===== config.mk =====
export PLATFORM = sky130hd
export DESIGN_NAME = jk_bank_arbiter
export DESIGN_NICKNAME = d
export VERILOG_FILES = /design/src/rtl/jk_bank_arbiter.sv
export SDC_FILE = /design/constraint.sdc
export NUM_CORES = 1
export LEC_CHECK = 0
export CAP_MARGIN = 20
export CELL_PAD_IN_SITES_DETAIL_PLACEMENT = 1
export CELL_PAD_IN_SITES_GLOBAL_PLACEMENT = 2
export CORE_MARGIN = 4
export CORE_UTILIZATION = 25
export CTS_CLUSTER_SIZE = 28
export DETAILED_ROUTE_END_ITERATION = 16
export PLACE_DENSITY = 0.73
export SYNTH_ARGS = -nofsm -noshare
export SYNTH_HDL_FRONTEND = slang
export SYNTH_SLANG_ARGS = --single-unit

===== constraint.sdc =====
create_clock -name clk -period 1.3 [get_ports clk]
set_input_delay 0.26 -clock clk [delete_from_list [all_inputs] [get_ports clk]]
set_output_delay 0.26 -clock clk [all_outputs]
set_load 0.01 [all_outputs]

===== src/rtl/jk_bank_arbiter.sv =====
// Round-robin arbiter that applies JK commands from NREQ requesters to a bank of NBITS JK cells.
// Optional build macro JK_ARB_PRIO0_EN makes requester 0 a fixed-priority lane outside the rotation.
module jk_bank_arbiter #(
   parameter int NREQ  = 4,
   parameter int NBITS = 6,
   parameter int AW    = 3
) (
   input  logic                 clk,
   input  logic                 rst,
   input  logic [NREQ-1:0]      req,
   input  logic [NREQ*AW-1:0]   req_addr,
   input  logic [NREQ*2-1:0]    req_jk,
   output logic [NREQ-1:0]      gnt,
   output logic                 busy,
   output logic [NBITS-1:0]     q,
   output logic                 done,
   output logic                 done_q,
   output logic                 err
);

   localparam int              IW       = (NREQ > 1) ? $clog2(NREQ) : 1;
   localparam logic [AW:0]     NBITS_W  = (AW+1)'(NBITS);
   localparam logic [IW:0]     NREQ_W   = (IW+1)'(NREQ);
   localparam logic [IW-1:0]   LAST_W   = IW'(NREQ-1);
   localparam logic [NREQ-1:0] ONE_HOT0 = {{(NREQ-1){1'b0}}, 1'b1};

   typedef enum logic [1:0] {
      ST_IDLE  = 2'd0,
      ST_APPLY = 2'd1,
      ST_DONE  = 2'd2
   } state_t;

   state_t           state_r, state_s;
   logic [IW-1:0]    rr_ptr_r, rr_ptr_s;
   logic [AW-1:0]    cmd_addr_r, cmd_addr_s;
   logic [1:0]       cmd_jk_r, cmd_jk_s;
   logic [NBITS-1:0] q_r, q_s, q_upd_s;
   logic [NREQ-1:0]  gnt_r, gnt_s;
   logic             busy_r;
   logic             done_r, done_s;
   logic             done_q_r, done_q_s;
   logic             err_r, err_s;
   logic             found_s;
   logic [IW-1:0]    pick_s, ptr_adv_s;
   logic [IW:0]      cand_s;
   logic             keep_ptr_s;
   logic             in_range_s;
   logic             new_bit_s;

   function automatic logic jk_next(input logic cur, input logic [1:0] jk);
      logic nxt;
      case (jk)
         2'b00:   nxt = cur;
         2'b01:   nxt = 1'b0;
         2'b10:   nxt = 1'b1;
         2'b11:   nxt = ~cur;
         default: nxt = cur;
      endcase
      return nxt;
   endfunction

   // Winner search: first requester at or after rr_ptr, wrapping modulo NREQ
   always_comb begin
      found_s    = 1'b0;
      pick_s     = '0;
      cand_s     = '0;
      keep_ptr_s = 1'b0;
      for (int i = 0; i < NREQ; i++) begin
         cand_s = {1'b0, rr_ptr_r} + (IW+1)'(i);
         if (cand_s >= NREQ_W) begin
            cand_s = cand_s - NREQ_W;
         end else begin
            cand_s = cand_s;
         end
         if (!found_s && req[cand_s[IW-1:0]]) begin
            found_s = 1'b1;
            pick_s  = cand_s[IW-1:0];
         end else begin
            found_s = found_s;
         end
      end
`ifdef JK_ARB_PRIO0_EN
      // requester 0 bypasses the rotation and leaves rr_ptr where it was
      if (req[0]) begin
         found_s    = 1'b1;
         pick_s     = '0;
         keep_ptr_s = 1'b1;
      end else begin
         keep_ptr_s = 1'b0;
      end
`endif
   end

   // Pointer value following a grant to pick_s
   always_comb begin
      if (pick_s == LAST_W) begin
         ptr_adv_s = '0;
      end else begin
         ptr_adv_s = pick_s + IW'(1'b1);
      end
   end

   // Bank image with the latched command applied; out-of-range addresses touch nothing
   always_comb begin
      in_range_s = ({1'b0, cmd_addr_r} < NBITS_W);
      q_upd_s    = q_r;
      new_bit_s  = 1'b0;
      for (int n = 0; n < NBITS; n++) begin
         if (in_range_s && (cmd_addr_r == AW'(n))) begin
            q_upd_s[n] = jk_next(q_r[n], cmd_jk_r);
            new_bit_s  = q_upd_s[n];
         end else begin
            q_upd_s[n] = q_r[n];
         end
      end
   end

   // FSM next state and next values of all registered outputs
   always_comb begin
      state_s    = state_r;
      rr_ptr_s   = rr_ptr_r;
      cmd_addr_s = cmd_addr_r;
      cmd_jk_s   = cmd_jk_r;
      q_s        = q_r;
      gnt_s      = '0;
      done_s     = 1'b0;
      done_q_s   = 1'b0;
      err_s      = 1'b0;
      case (state_r)
         ST_IDLE: begin
            if (found_s) begin
               state_s    = ST_APPLY;
               gnt_s      = ONE_HOT0 << pick_s;
               cmd_addr_s = req_addr[int'(pick_s)*AW +: AW];
               cmd_jk_s   = req_jk[int'(pick_s)*2 +: 2];
               rr_ptr_s   = keep_ptr_s ? rr_ptr_r : ptr_adv_s;
            end else begin
               state_s = ST_IDLE;
            end
         end
         ST_APPLY: begin
            state_s  = ST_DONE;
            q_s      = q_upd_s;
            done_s   = 1'b1;
            done_q_s = new_bit_s;
            err_s    = ~in_range_s;
         end
         ST_DONE: begin
            state_s = ST_IDLE;
         end
         default: begin
            state_s = ST_IDLE;
         end
      endcase
   end

   // State, command latch, bank and output registers
   always_ff @(posedge clk or posedge rst) begin
      if (rst) begin
         state_r    <= ST_IDLE;
         rr_ptr_r   <= '0;
         cmd_addr_r <= '0;
         cmd_jk_r   <= 2'b00;
         q_r        <= '0;
         gnt_r      <= '0;
         busy_r     <= 1'b0;
         done_r     <= 1'b0;
         done_q_r   <= 1'b0;
         err_r      <= 1'b0;
      end else begin
         state_r    <= state_s;
         rr_ptr_r   <= rr_ptr_s;
         cmd_addr_r <= cmd_addr_s;
         cmd_jk_r   <= cmd_jk_s;
         q_r        <= q_s;
         gnt_r      <= gnt_s;
         busy_r     <= (state_s != ST_IDLE);
         done_r     <= done_s;
         done_q_r   <= done_q_s;
         err_r      <= err_s;
      end
   end

   assign gnt    = gnt_r;
   assign busy   = busy_r;
   assign q      = q_r;
   assign done   = done_r;
   assign done_q = done_q_r;
   assign err    = err_r;

endmodule


==> impl_metrics.json <==
{
  "status": "finished, violations left",
  "violations": "setup timing",
  "antenna_found_initial": 0,
  "synth-edff-count": 0,
  "synth_top_cell_by_area": "dfrtp_1",
  "dp_hpwl_um": 3180,
  "nNetsFinal": 243,
  "fin_cells": 282,
  "dp.cells": 273,
  "vdd_drop_max_v": 0.000680,
  "p_clk_share_pct": 11.4,
  "relSlewSlack_pct": 77.2,
  "fill_cells": 605,
  "syn_area_sq_mm": 0.00136,
  "fin_tns_setup_ps": -2340,
  "drive_gt1_share_pct": 31.1,
  "post-place-ws_ps": -688,
  "pwr-share-comb_pct": 59.9,
  "ys_top_cells_by_area": "dfrtp_1 (40%), mux2i_1 (5.1%), nand2_1 (5.0%)",
  "core.rowCount": 26,
  "p_sw_share_pct": 41.1,
  "fmax_ghz": 0.651,
  "worstPathMaxFanout": 7,
  "cts_tree": "done",
  "drt_iter0_markers": 27,
  "path_delay_family": "flip-flops",
  "grt_pass1_wl_um": 6820,
  "first_pass_iters": 4,
  "seqPwrFrac_pct": 28.6,
  "cpPeakStageDelay_ps": 460,
  "timing.hold.ws_ps": 331,
  "p_int_mw": 2.64,
  "p_switching_mw": 1.84,
  "diodes": 0,
  "crit_required_ps": 1450,
  "cts-htree-levels": 1,
  "cts_buffer_depth": 2,
  "worstMarginPinSlew_ps": 342,
  "cts_root_buf": "clkbuf_8",
  "clkTransAtPathRegs_ps": 90,
  "ys_types": 39,
  "grt.busiest_layer": "met2",
  "cts_sinks": 22,
  "dieArea_sq_mm": 0.00669,
  "grt_max_degree": 23,
  "ant_nets": 0,
  "route.detailed.wl_per_inst_um": 14.4,
  "hold_class": "input port to asynchronous set/reset pin",
  "yosys.area.top_type_share_pct": 40.4,
  "cts_buffers": 3,
  "dpl_cell_area_sq_mm": 0.00200,
  "crit_buf_inv": 1,
  "power.total_mw": 4.48,
  "met1_usage_pct": 16.1,
  "core_area_sq_mm": 0.00520,
  "cp_cell_sequence": "mux2i_1, o22a_1, and2_4, clkinv_8, mux2i_4, o221ai_2",
  "startpoint_type": "flip-flop",
  "gp_congestion": 0.797,
  "leakage_nw": 0.986,
  "syn_nets": 179,
  "maxCapViolations": 0,
  "clk_latency_ps": 260,
  "setup_violations": 12,
  "portBuffers": 39,
  "asyncSetResetFlopFracSynth_pct": 100,
  "ys.flop_type": "dfrtp_1",
  "io_pins": 40,
  "cp-end-kind": "flip-flop",
  "setup_ws_ps": -237,
  "via_count": 1330,
  "rsz0062_at_grt": "true",
  "slew_violations": 0,
  "synth_warnings": 0,
  "via_per_inst": 4.72,
  "met3_usage_pct": 1.97,
  "post-synth-top-count-cell": "dfrtp_1",
  "skew_ps": 2.65,
  "synth_seq_area_share_pct": 40.4,
  "ys_ff_latch": 22,
  "postSynthCellCount": 149,
  "fin_area_sq_mm": 0.00219,
  "hold_violations": 0,
  "synthTopCellsByCount": "dfrtp_1 (22), nand2_1 (18), o21ai_1 (12), and3_1 (8)",
  "fin_util_pct": 42.0,
  "die_w_um": 81.8,
  "initial_core_util_pct": 26.2,
  "syn_avg_cell_area_sq_um": 9.14,
  "die_h_um": 81.8,
  "route.detailed.drc": 0,
  "drt_wl_total_um": 4060,
  "area_growth_pct": 60.7,
  "grt_usage_pct": 13.1,
  "crit_type": "flip-flop to flip-flop",
  "grt_pass1_vias": 1467,
  "period_needed_ps": 1540,
  "postCtsHoldBufs": 0,
  "cp.arrival_ps": 1680,
  "period_share_pct": 118,
  "use_met2_pct": 23.1,
  "p_per_area_mw_per_mm2": 2050,
  "gr-total-overflow": 0,
  "cpMaxStageDelayCell": "dfrtp_2"
}
## worst min-delay path: cells and delay by family
family,cells,cell delay [ps]
buffers and inverters,3,730
## power by group through the flow
stage          logic, mW  clock network [mW]  registers [mW]
3_3_place_gp        2.33                   0            1.30
3_5_place_dp        2.42                   0            1.33
5_1_grt             2.95               0.545            1.34
6_report            2.68               0.512            1.28
4_1_cts             2.66               0.514            1.28
2_1_floorplan       1.39                   0            1.25
## registers in the layout (all words and copies together), names as in the netlist
name        flops
err             1
q               6
rr_ptr_r        2
cmd_addr_r      3
busy            1
gnt             4
done            1
cmd_jk_r        2
state_r         1
done_q          1
## per-layer routing
metal  vias to the layer above  wire length [um]
met5                         -                 0
met4                         0                29
met3                         2               130
met2                        31              2120
met1                       644              1770
li1                        653                 -
## layout by cell type, fill, tap and decap left out, types with 3 or more instances in the layout
master / n
dfrtp_1: 20
o21ai_1: 11
nand2_1: 17
buf_4: 26
mux2i_1: 3
o211ai_2: 3
nand2b_1: 5
and3_1: 8
o21ai_0: 5
nor2b_1: 3
a21oi_1: 3
and2_4: 4
dlygate4sd2_1: 17
clkdlybuf4s50_1: 21
inv_1: 6
a21boi_0: 5
clkbuf_8: 4
## repair_timing
item / CTS / global route
endpoints found under the hold margin: 0 / 0
buffers inserted: 5 / 0
pin swaps: 8 / 1
setup endpoints to repair: 32 / 19
gates resized for setup: 39 / 7
## final cells by class
type	instances	area, sq um	share of cell area, %
inverter	10	51.3	2.35
clock buffer	4	55.1	2.52
timing repair buffer	67	591	27.0
sequential	22	553	25.3
tap	70	87.6	4.00
multi-input combinational	109	850	38.8
## worst paths after layout
| path | slack (ps) | endpoint | cells past startpoint | startpoint |
|---|---|---|---|---|
| max | -240 | cmd_addr_r[2] | 6 | rr_ptr_r[1] |
| min | 330 | err | 3 | rst |
| max reg2reg | -240 | cmd_addr_r[2] | 6 | rr_ptr_r[1] |
| min reg2reg | 510 | q[3] | 1 | q[3] |
| max in group asynchronous | 720 | rr_ptr_r[1] | 3 | rst |
| min in group clk | 510 | q[3] | 1 | q[3] |
## logic make-up (layout without fill, tap and decap cells)
family                   after synthesis  in the layout  share of synthesized area (%)
AO/OA/AOI/OAI                         46             46                           24.2
adder cells (fa/ha/maj)                4              4                           3.68
buffers and inverters                 18             81                           6.34
flip-flops                            22             22                           40.4
multiplexers                           7              7                           5.15
AND/OR/NAND/NOR                       52             52                           20.2
Note: power is estimated with default switching activity, not from simulation.
